## src/rtl/dfisqr.sv

```systemverilog
// Iterative packed-BCD squarer: builds the multiples M1..M9 of the operand, then
// accumulates acc = acc*10 + M(digit) once per operand digit, MSD first.
module dfisqr #(
  parameter int N = 25
) (
  input  logic           clk,
  input  logic           rst,
  input  logic           ce,
  input  logic           ld,
  input  logic [N*4-1:0] a,
  output logic [N*8-1:0] o,
  output logic           done,
  output logic           err
);

  localparam int MW = (N + 1) * 4;
  localparam int AW = N * 8;
  localparam int CW = $clog2(N + 1);

  typedef enum logic [1:0] {IDLE, PRE, MUL, FIN} state_t;

  state_t         r_state;
  logic [3:0]     r_k;
  logic [CW-1:0]  r_cnt;
  logic [N*4-1:0] r_q;
  logic [MW-1:0]  r_m [1:9];
  logic [AW-1:0]  r_acc;

  logic [3:0]     w_d;
  logic [MW-1:0]  w_md;
  logic [MW-1:0]  w_mprev;
  logic [MW-1:0]  w_msum;
  logic [AW-1:0]  w_acc_nx;
  logic           w_bad;

  function automatic logic [MW-1:0] bcd_add_m(input logic [MW-1:0] x, input logic [MW-1:0] y);
    logic [MW-1:0] r;
    logic [4:0]    s;
    logic          c;
    r = '0;
    c = 1'b0;
    for (int i = 0; i < N + 1; i++) begin
      s = {1'b0, x[4*i+:4]} + {1'b0, y[4*i+:4]} + {4'b0, c};
      c = (s > 5'd9);
      if (c) s = s + 5'd6;
      r[4*i+:4] = s[3:0];
    end
    return r;
  endfunction

  function automatic logic [AW-1:0] bcd_add_acc(input logic [AW-1:0] x, input logic [AW-1:0] y);
    logic [AW-1:0] r;
    logic [4:0]    s;
    logic          c;
    r = '0;
    c = 1'b0;
    for (int i = 0; i < 2 * N; i++) begin
      s = {1'b0, x[4*i+:4]} + {1'b0, y[4*i+:4]} + {4'b0, c};
      c = (s > 5'd9);
      if (c) s = s + 5'd6;
      r[4*i+:4] = s[3:0];
    end
    return r;
  endfunction

  function automatic logic has_bad(input logic [N*4-1:0] v);
    logic b;
    b = 1'b0;
    for (int i = 0; i < N; i++) b = b | (v[4*i+:4] > 4'd9);
    return b;
  endfunction

  assign w_d   = r_q[N*4-1:N*4-4];
  assign w_bad = has_bad(a);

  // A non-decimal digit selects M0 = 0; the result is discarded via err anyway.
  always_comb begin
    w_md = '0;
    if (w_d >= 4'd1 && w_d <= 4'd9) w_md = r_m[w_d];
    w_mprev = '0;
    if (r_k >= 4'd2 && r_k <= 4'd9) w_mprev = r_m[r_k - 4'd1];
  end

  assign w_msum   = bcd_add_m(w_mprev, r_m[1]);
  assign w_acc_nx = bcd_add_acc({r_acc[AW-5:0], 4'h0}, {{(AW-MW){1'b0}}, w_md});

  always_ff @(posedge clk or negedge rst) begin
    if (!rst) begin
      r_state <= IDLE;
      r_k     <= '0;
      r_cnt   <= '0;
      r_q     <= '0;
      r_acc   <= '0;
      for (int i = 1; i <= 9; i++) r_m[i] <= '0;
      o       <= '0;
      done    <= 1'b0;
      err     <= 1'b0;
    end else if (ce) begin
      if (ld) begin
        r_m[1]  <= {4'h0, a};
        r_q     <= a;
        r_acc   <= '0;
        done    <= 1'b0;
        err     <= w_bad;
        r_k     <= 4'd2;
        r_state <= PRE;
      end else begin
        case (r_state)
          PRE: begin
            r_m[r_k] <= w_msum;
            r_k      <= r_k + 4'd1;
            if (r_k == 4'd9) begin
              r_state <= MUL;
              r_cnt   <= CW'(N - 1);
            end
          end
          MUL: begin
            r_acc <= w_acc_nx;
            r_q   <= {r_q[N*4-5:0], 4'h0};
            if (r_cnt == '0) begin
              r_state <= FIN;
              o       <= err ? '0 : w_acc_nx;
              done    <= 1'b1;
            end else begin
              r_cnt <= r_cnt - 1'b1;
            end
          end
          default: ;
        endcase
      end
    end
  end

endmodule

```

## config.mk

```make
export PLATFORM = sky130hd
export DESIGN_NAME = dfisqr
export DESIGN_NICKNAME = d
export VERILOG_FILES = /design/src/rtl/dfisqr.sv
export SDC_FILE = /design/constraint.sdc
export NUM_CORES = 2
export LEC_CHECK = 0
export BUFFER_PORTS_ARGS = -buffer_cell sky130_fd_sc_hd__buf_2
export CAP_MARGIN = 20
export CORE_MARGIN = 2
export CORE_UTILIZATION = 50
export CTS_BUF_LIST = sky130_fd_sc_hd__clkbuf_8 sky130_fd_sc_hd__clkbuf_16
export CTS_CLUSTER_SIZE = 12
export DETAILED_ROUTE_END_ITERATION = 16
export PLACE_DENSITY = 0.67
export SYNTH_ARGS = -nofsm -noshare
export SYNTH_HDL_FRONTEND = slang
export SYNTH_SLANG_ARGS = --single-unit
```

## constraint.sdc

```tcl
create_clock -name clk -period 68 [get_ports clk]
set_input_delay 0 -clock clk [delete_from_list [all_inputs] [get_ports clk]]
set_output_delay 0 -clock clk [all_outputs]
set_load 0.02 [all_outputs]
```

### Word level (Yosys, flattened, before mapping)

Cells that the tools add are included.

| operators by class | value |
|---|---|
| eq/ne operators | 7 |
| magnitude comparators | 109 |
| reductions and logical operators | 17 |
| add/subtract/negate cells | 204 |
| bitwise operators | 28 |
| mux-type cells | 106 |

Operator list:

| operator | count |
|---|---|
| 936-bit bitwise mux | 1 |
| 936-bit 2-to-1 mux | 1 |
| 104-bit binary-select mux with 4-bit select | 2 |
| 104-bit 2-to-1 mux | 8 |
| 104-bit demux with 4-bit select | 1 |
| 196-bit 2-to-1 mux | 2 |
| 5-bit by 4-bit > comparator with 1-bit output, second input constant | 75 |
| 4-bit 2-to-1 mux | 78 |
| 4-bit by 3-bit adder with 4-bit output, second input constant | 76 |
| 4-bit by 4-bit adder with 5-bit output | 51 |
| 5-bit by 1-bit adder with 5-bit output | 50 |
| 100-bit 2-to-1 mux | 2 |
| 200-bit 2-to-1 mux | 1 |
| 4-bit by 1-bit adder with 5-bit output | 24 |
| 4-bit > comparator, second input constant | 26 |
| 1-bit OR | 24 |
| 5-bit greater-or-equal comparator, second input constant | 3 |
| 4-bit NOT with 5-bit output | 3 |
| 5-bit 2-to-1 mux | 2 |
| 5-bit case mux with 2 select lines | 1 |
| 4-bit <= comparator, second input constant | 2 |
| 4-bit AND reduction | 2 |
| 2-bit nonzero test | 4 |
| 2-bit 2-to-1 mux | 3 |
| 20 further kinds | 29 |

| storage, ports and cells | value |
|---|---|
| logic and storage cells | 488 |
| flip-flop bits (word level) | 1,445 |
| bits of input ports | 104 |
| output and inout bits | 202 |

### Logic depth before layout (Yosys ltp)

| logic depth | value |
|---|---|
| depth in word-level cells | 106 |
| depth in mapped cells | 338 |
| depth with buffers taken out | 313 |

### Worst setup path before layout

OpenSTA, ideal clock, no wires.

| timing path | value |
|---|---|
| path kind | register -> register |
| from | register r_q[97] |
| to | register o[199] |
| period minus slack after synthesis | 60.458 ns |
| path buffers | 25 |
| stages on the path, launching flop included | 311 |
| data required time | 67.904 ns |
| arrival | 60.362 ns |
| slack | 7.542 ns |
| library setup time | 0.096 ns |
| path through | dfrtp_1 -> buf_2 -> buf_2 -> buf_2 -> mux2_2 -> a221oi_1 -> o22ai_1 -> nand2_1 -> fa_1 -> inv_1 -> fa_1 -> a21o_1 -> a21oi_1 -> a21boi_0 -> fa_1 -> inv_1 -> fa_1 -> a21o_1 -> [... 275 more ...] -> o21ai_0 -> a31oi_1 -> ha_1 -> ha_1 -> clkbuf_1 -> mux2_2 -> o21ai_0 -> a21oi_1 -> ha_1 -> ha_1 -> xnor2_1 -> ha_1 -> nor2b_1 -> a31oi_1 -> a32o_1 -> nor2b_1 -> xnor2_1 -> o31ai_1 |

| between the ends | value |
|---|---|
| cells in the longest elaborated chain, start to end | 106 |
| elaborated cells on any way between the ends | 135 |

Ends and longest elaborated chain:

| element | line | RTL |
|---|---|---|
| from (decl) | 25 | `logic [N*4-1:0] r_q;` |
| from (signal assigned) | 119 | `r_q <= {r_q[N*4-5:0], 4'h0};` |
| 4-bit NOT with 5-bit output (implied by the code) | 79 | `if (w_d >= 4'd1 && w_d <= 4'd9) w_md = r_m[w_d];` |
| 104-bit binary-select mux with 4-bit select | 79 |  |
| 104-bit 2-to-1 mux (implied by the code) (2 in series) | 79 |  |
| 104-bit 2-to-1 mux (*) | 79 |  |
| 4-bit by 4-bit adder with 5-bit output or 4-bit > comparator (tied branches) | 58, 59 |  |
| 5-bit by 1-bit adder with 5-bit output | 58 | `s = {1'b0, x[4*i+:4]} + {1'b0, y[4*i+:4]} + {4'b0, c};` |
| 5-bit by 4-bit > comparator with 1-bit output | 59 | `c = (s > 5'd9);` |
| 5-bit by 1-bit adder with 5-bit output | 58 |  |
| [... 89 more ...] | - |  |
| 4-bit by 1-bit adder with 5-bit output (*) | 58 |  |
| 5-bit by 4-bit > comparator with 1-bit output (*) | 59 |  |
| 4-bit by 1-bit adder with 5-bit output (*) | 58 |  |
| 5-bit by 4-bit > comparator with 1-bit output (*) | 59 |  |
| 4-bit by 1-bit adder with 5-bit output (*) | 58 |  |
| 4-bit by 3-bit adder with 4-bit output or 5-bit by 4-bit > comparator with 1-bit output (tied branches) | 60, 59 |  |
| 4-bit 2-to-1 mux (*) | 60 | `if (c) s = s + 5'd6;` |
| 200-bit 2-to-1 mux (*) | 122 | `o <= err ? '0 : w_acc_nx;` |
| to (signal assigned) | 122 |  |
| to (decl) | 11 | `output logic [N*8-1:0] o,` |

Every way passes the cells marked *; elsewhere a longest branch is shown, timed or not. The select of a mux whose other input is x is not followed.
A chain may end at the register's enable or synchronous reset.

### Worst setup path in the final report

| timing path | value |
|---|---|
| from | register r_q[96] |
| to | register o[199] |

Same word-level chain as after synthesis.

==> key figures <==
Place
  • Estimated wirelength of the detail-placed design: around 170000 um
  • Gp weighted congestion: 0.894
  • Buffers on Ports: approximately 300
  • Placed insts: 10785
  • Pre-CTS setup slack: approximately 0.55 ns

Logic synthesis
  • Seq/Total Area, Yosys: a little over two fifths
  • Synth warn: 0
  • Netlist cell types: 65
  • Main synth FF type: dfrtp_1
  • Share of the synthesized area in the top cell type: 42.3%
  • Syn_nets: roughly 9400
  • Post-Syn Instances: between 8000 and 9000
  • Synth Register Bits: 1445
  • Top cells by area, synth: dfrtp_1, nand2_1, o21ai_0
  • Syn Area/Cell: 9.67 um^2
  • Synth async-reset ratio: 100%
  • Area leader, netlist: dfrtp_1
  • Synthesized area: approximately 86000 um^2
  • EDFF count, synth: 0

Global route
  • Met1 Use GR: around 43%
  • Vias in the first global route: ~70000
  • Global-route layer with the greatest usage: met2
  • Met2 usage: 48.8%
  • Initial antenna violation count: 15
  • Largest net degree at the start of global routing: approximately 160
  • M3 GR Usage: 6.44%
  • Overall routing resource usage: about a third
  • Gr ovfl total: 0
  • First-pass GRT wire length: approximately 430000 um

Route
  • Number of DRC markers in iteration 0: 7218
  • DRT Pass-1 Iters: 6
  • Antenna-violating nets left: 0
  • Final wirelength: between 200000 and 300000 um
  • Wire per inst: 25.1 um
  • DRC: 0
  • Via density: ~6.3
  • Vias: roughly 71000

CTS
  • CTS root buffer: clkbuf_16
  • Clock tree buffer depth: 3
  • CTS H-tree depth: 4
  • Worst skew pair latency: about 0.84 ns
  • Clk slew on worst S/H paths: 0.06 ns
  • CTS sink cnt: around 1400
  • CTS tree: yes
  • TritonCTS Buffers: roughly 160

Timing
  • # setup viols final: 0
  • Max-slew headroom: 19.0%
  • Tcrit/Tclk final: 92.7%
  • Final Hold Vio Count: 0
  • Tmin final: about 63 ns
  • Worst Tran Pin Value: 1.20 ns
  • F_max: roughly 16 MHz
  • Final Max Tran Viols: 0
  • Skew final: roughly 0.042 ns
  • Crit path setup slack, layout: 4.99 ns

Setup path
  • WP data arrival: ~64 ns
  • Crit-path max FO: 40
  • Critical Path Start: r_q[96]
  • R2R Setup Slk: about 5 ns
  • R2R Path Start: r_q[96]
  • Slowest-stage cell, CP: dfrtp_4
  • CP endpoint kind: flip-flop
  • Critical path startpoint category: flip-flop
  • Crit path top cell by count: fa_1
  • WP data required: 68.72 ns
  • Crit Path Category: flip-flop to flip-flop
  • Slowest stage delay, CP: about 0.58 ns

Run status
  • Outcome: completed

Die
  • Starting Density: 50.4%
  • Core area: about 170000 um^2
  • Die W: between 400 and 500 um
  • Die Ht: 418 um
  • Row count: about 150
  • Io pins: just over 300
  • Die area: about 170000 um^2

Final layout
  • Most frequent cells in the layout: nand2_1, dfrtp_1, o21ai_0, a21oi_1, mux2i_1
  • Final Util: 56.2%
  • Layout area overhead: 11.5%
  • Fill cells: 14680
  • Final nets: 9382
  • Commonest non-fill, non-tap cell in the layout: nand2_1
  • Post-route insts no fill: approximately 11000
  • Share of post-route cells with drive strength above 1: between 10% and 20%

Power and ir drop
  • Peak supply drop: ~0.056 mV
  • Power Density: roughly 56 nW/um^2
  • Lkg Pwr: between 40 and 50 nW
  • Pwr Total: 0.00530 W

Worst hold path
  • Worst min-delay path class: primary input to flip-flop
  • Hold_sp: a[3]

Job
  • Max-Cap Viols: 0
[state kept, by name, indices dropped and copies added, names as in the netlist]
| signal | cells |
|---|---|
| err | 1 |
| r_state | 2 |
| r_k | 4 |
| r_m | 936 |
| r_acc | 196 |
| r_q | 100 |
| done | 1 |
| r_cnt | 5 |
| o | 200 |
[per-stage QoR]
step	hold WS [ns]	area, um^2	TNS (ns)
floorplan	-0.296	85600	0
global placement	0.0672	88200	0
detailed placement	0.0705	88200	0
CTS	0.000237	95000	0
global route	0.0603	95400	-0.0395
finish	0.0459	95400	0
[critical path, delay by kind of cell (launching register included)]
family	cells	cell delay, ns
buf+inv	44	3.03
simple gates	29	5.00
xor+xnor	19	3.92
flops	1	0.58
mux	13	4.33
compound gates	94	16.07
fa+ha+maj	99	29.85
[worst paths after layout]
kind,endpoint,cells after the start
setup reg to reg,o[199],298
max in group asynchronous,r_acc[49],6
hold reg to reg,o[52],2
min in group asynchronous,r_m[930],4
setup / recovery,o[199],298
hold / removal,r_m[835],4
[cells in the mapped netlist, types with 31 or more instances]
| cell type | n |
|---|---|
| a21boi_0 | 49 |
| a21o_1 | 78 |
| a21oi_1 | 401 |
| a221oi_1 | 102 |
| a22o_1 | 203 |
| a22oi_1 | 52 |
| a2bb2oi_1 | 75 |
| a31oi_1 | 51 |
| a32oi_1 | 49 |
| and2_1 | 79 |
| buf_1 | 47 |
| buf_2 | 157 |
| clkbuf_1 | 489 |
| dfrtp_1 | 1445 |
| fa_1 | 101 |
| ha_1 | 311 |
| inv_1 | 299 |
| mux2_2 | 316 |
| mux2i_1 | 364 |
| mux4_2 | 205 |
| nand2_1 | 1517 |
| nand3_1 | 178 |
| nor2_1 | 299 |
| nor2b_1 | 31 |
| nor3_1 | 61 |
| o211ai_1 | 210 |
| o21ai_0 | 1129 |
| o22ai_1 | 78 |
| xnor2_1 | 90 |
| xor2_1 | 68 |
[per-layer routing]
layer | routed length [um] | up-vias
li1 | - | 31762
met1 | 116000 | 35307
met2 | 126000 | 3290
met3 | 25100 | 775
met4 | 14600 | 14
met5 | 84 | -
[where the power goes]
group / internal, W / switching [W] / leakage, nW
registers: 0.00104 / 0.000144 / 19.4
clock network: 0.000532 / 0.000378 / 2.85
logic: 0.00108 / 0.00212 / 21.6
total: 0.00265 / 0.00264 / 43.8
[kinds of logic (layout without fill, tap and decap cells)]
| logic type | after synthesis | count (layout) | share of synthesized area [%] |
|---|---|---|---|
| AOI/OAI and AO/OA | 2646 | 2646 | 19.4 |
| and+or+nand+nor | 2295 | 2296 | 11.2 |
| DFF | 1445 | 1445 | 42.3 |
| buffers and inverters | 1000 | 1138 | 4.66 |
| muxes | 897 | 897 | 14.0 |
| adders and majority gates | 412 | 412 | 6.91 |
| xor gates and xnor gates | 158 | 158 | 1.62 |
| other | 0 | 3 | 0 |
[repair_timing]
action / 4_1_cts / 5_1_grt
endpoints found under the setup margin: 0 / 30
endpoints found under the hold margin: 373 / 0
buffers inserted: 0 / 6
hold buffers: 122 / 0
resized for setup: 0 / 70
[layout make-up]
cell class | count | area [um^2] | share of cell area, %
multi-input combinational | 6409 | 45800 | 48.0
clock buffer | 217 | 4890 | 5.13
inverter | 299 | 1120 | 1.18
clock inverter | 74 | 623 | 0.653
tap | 2218 | 2780 | 2.91
sequential | 1445 | 36200 | 37.9
antenna | 3 | 7.51 | 0.00787
timing repair buffer | 548 | 3980 | 4.17
No activity file was read; power rests on OpenSTA's default activity.
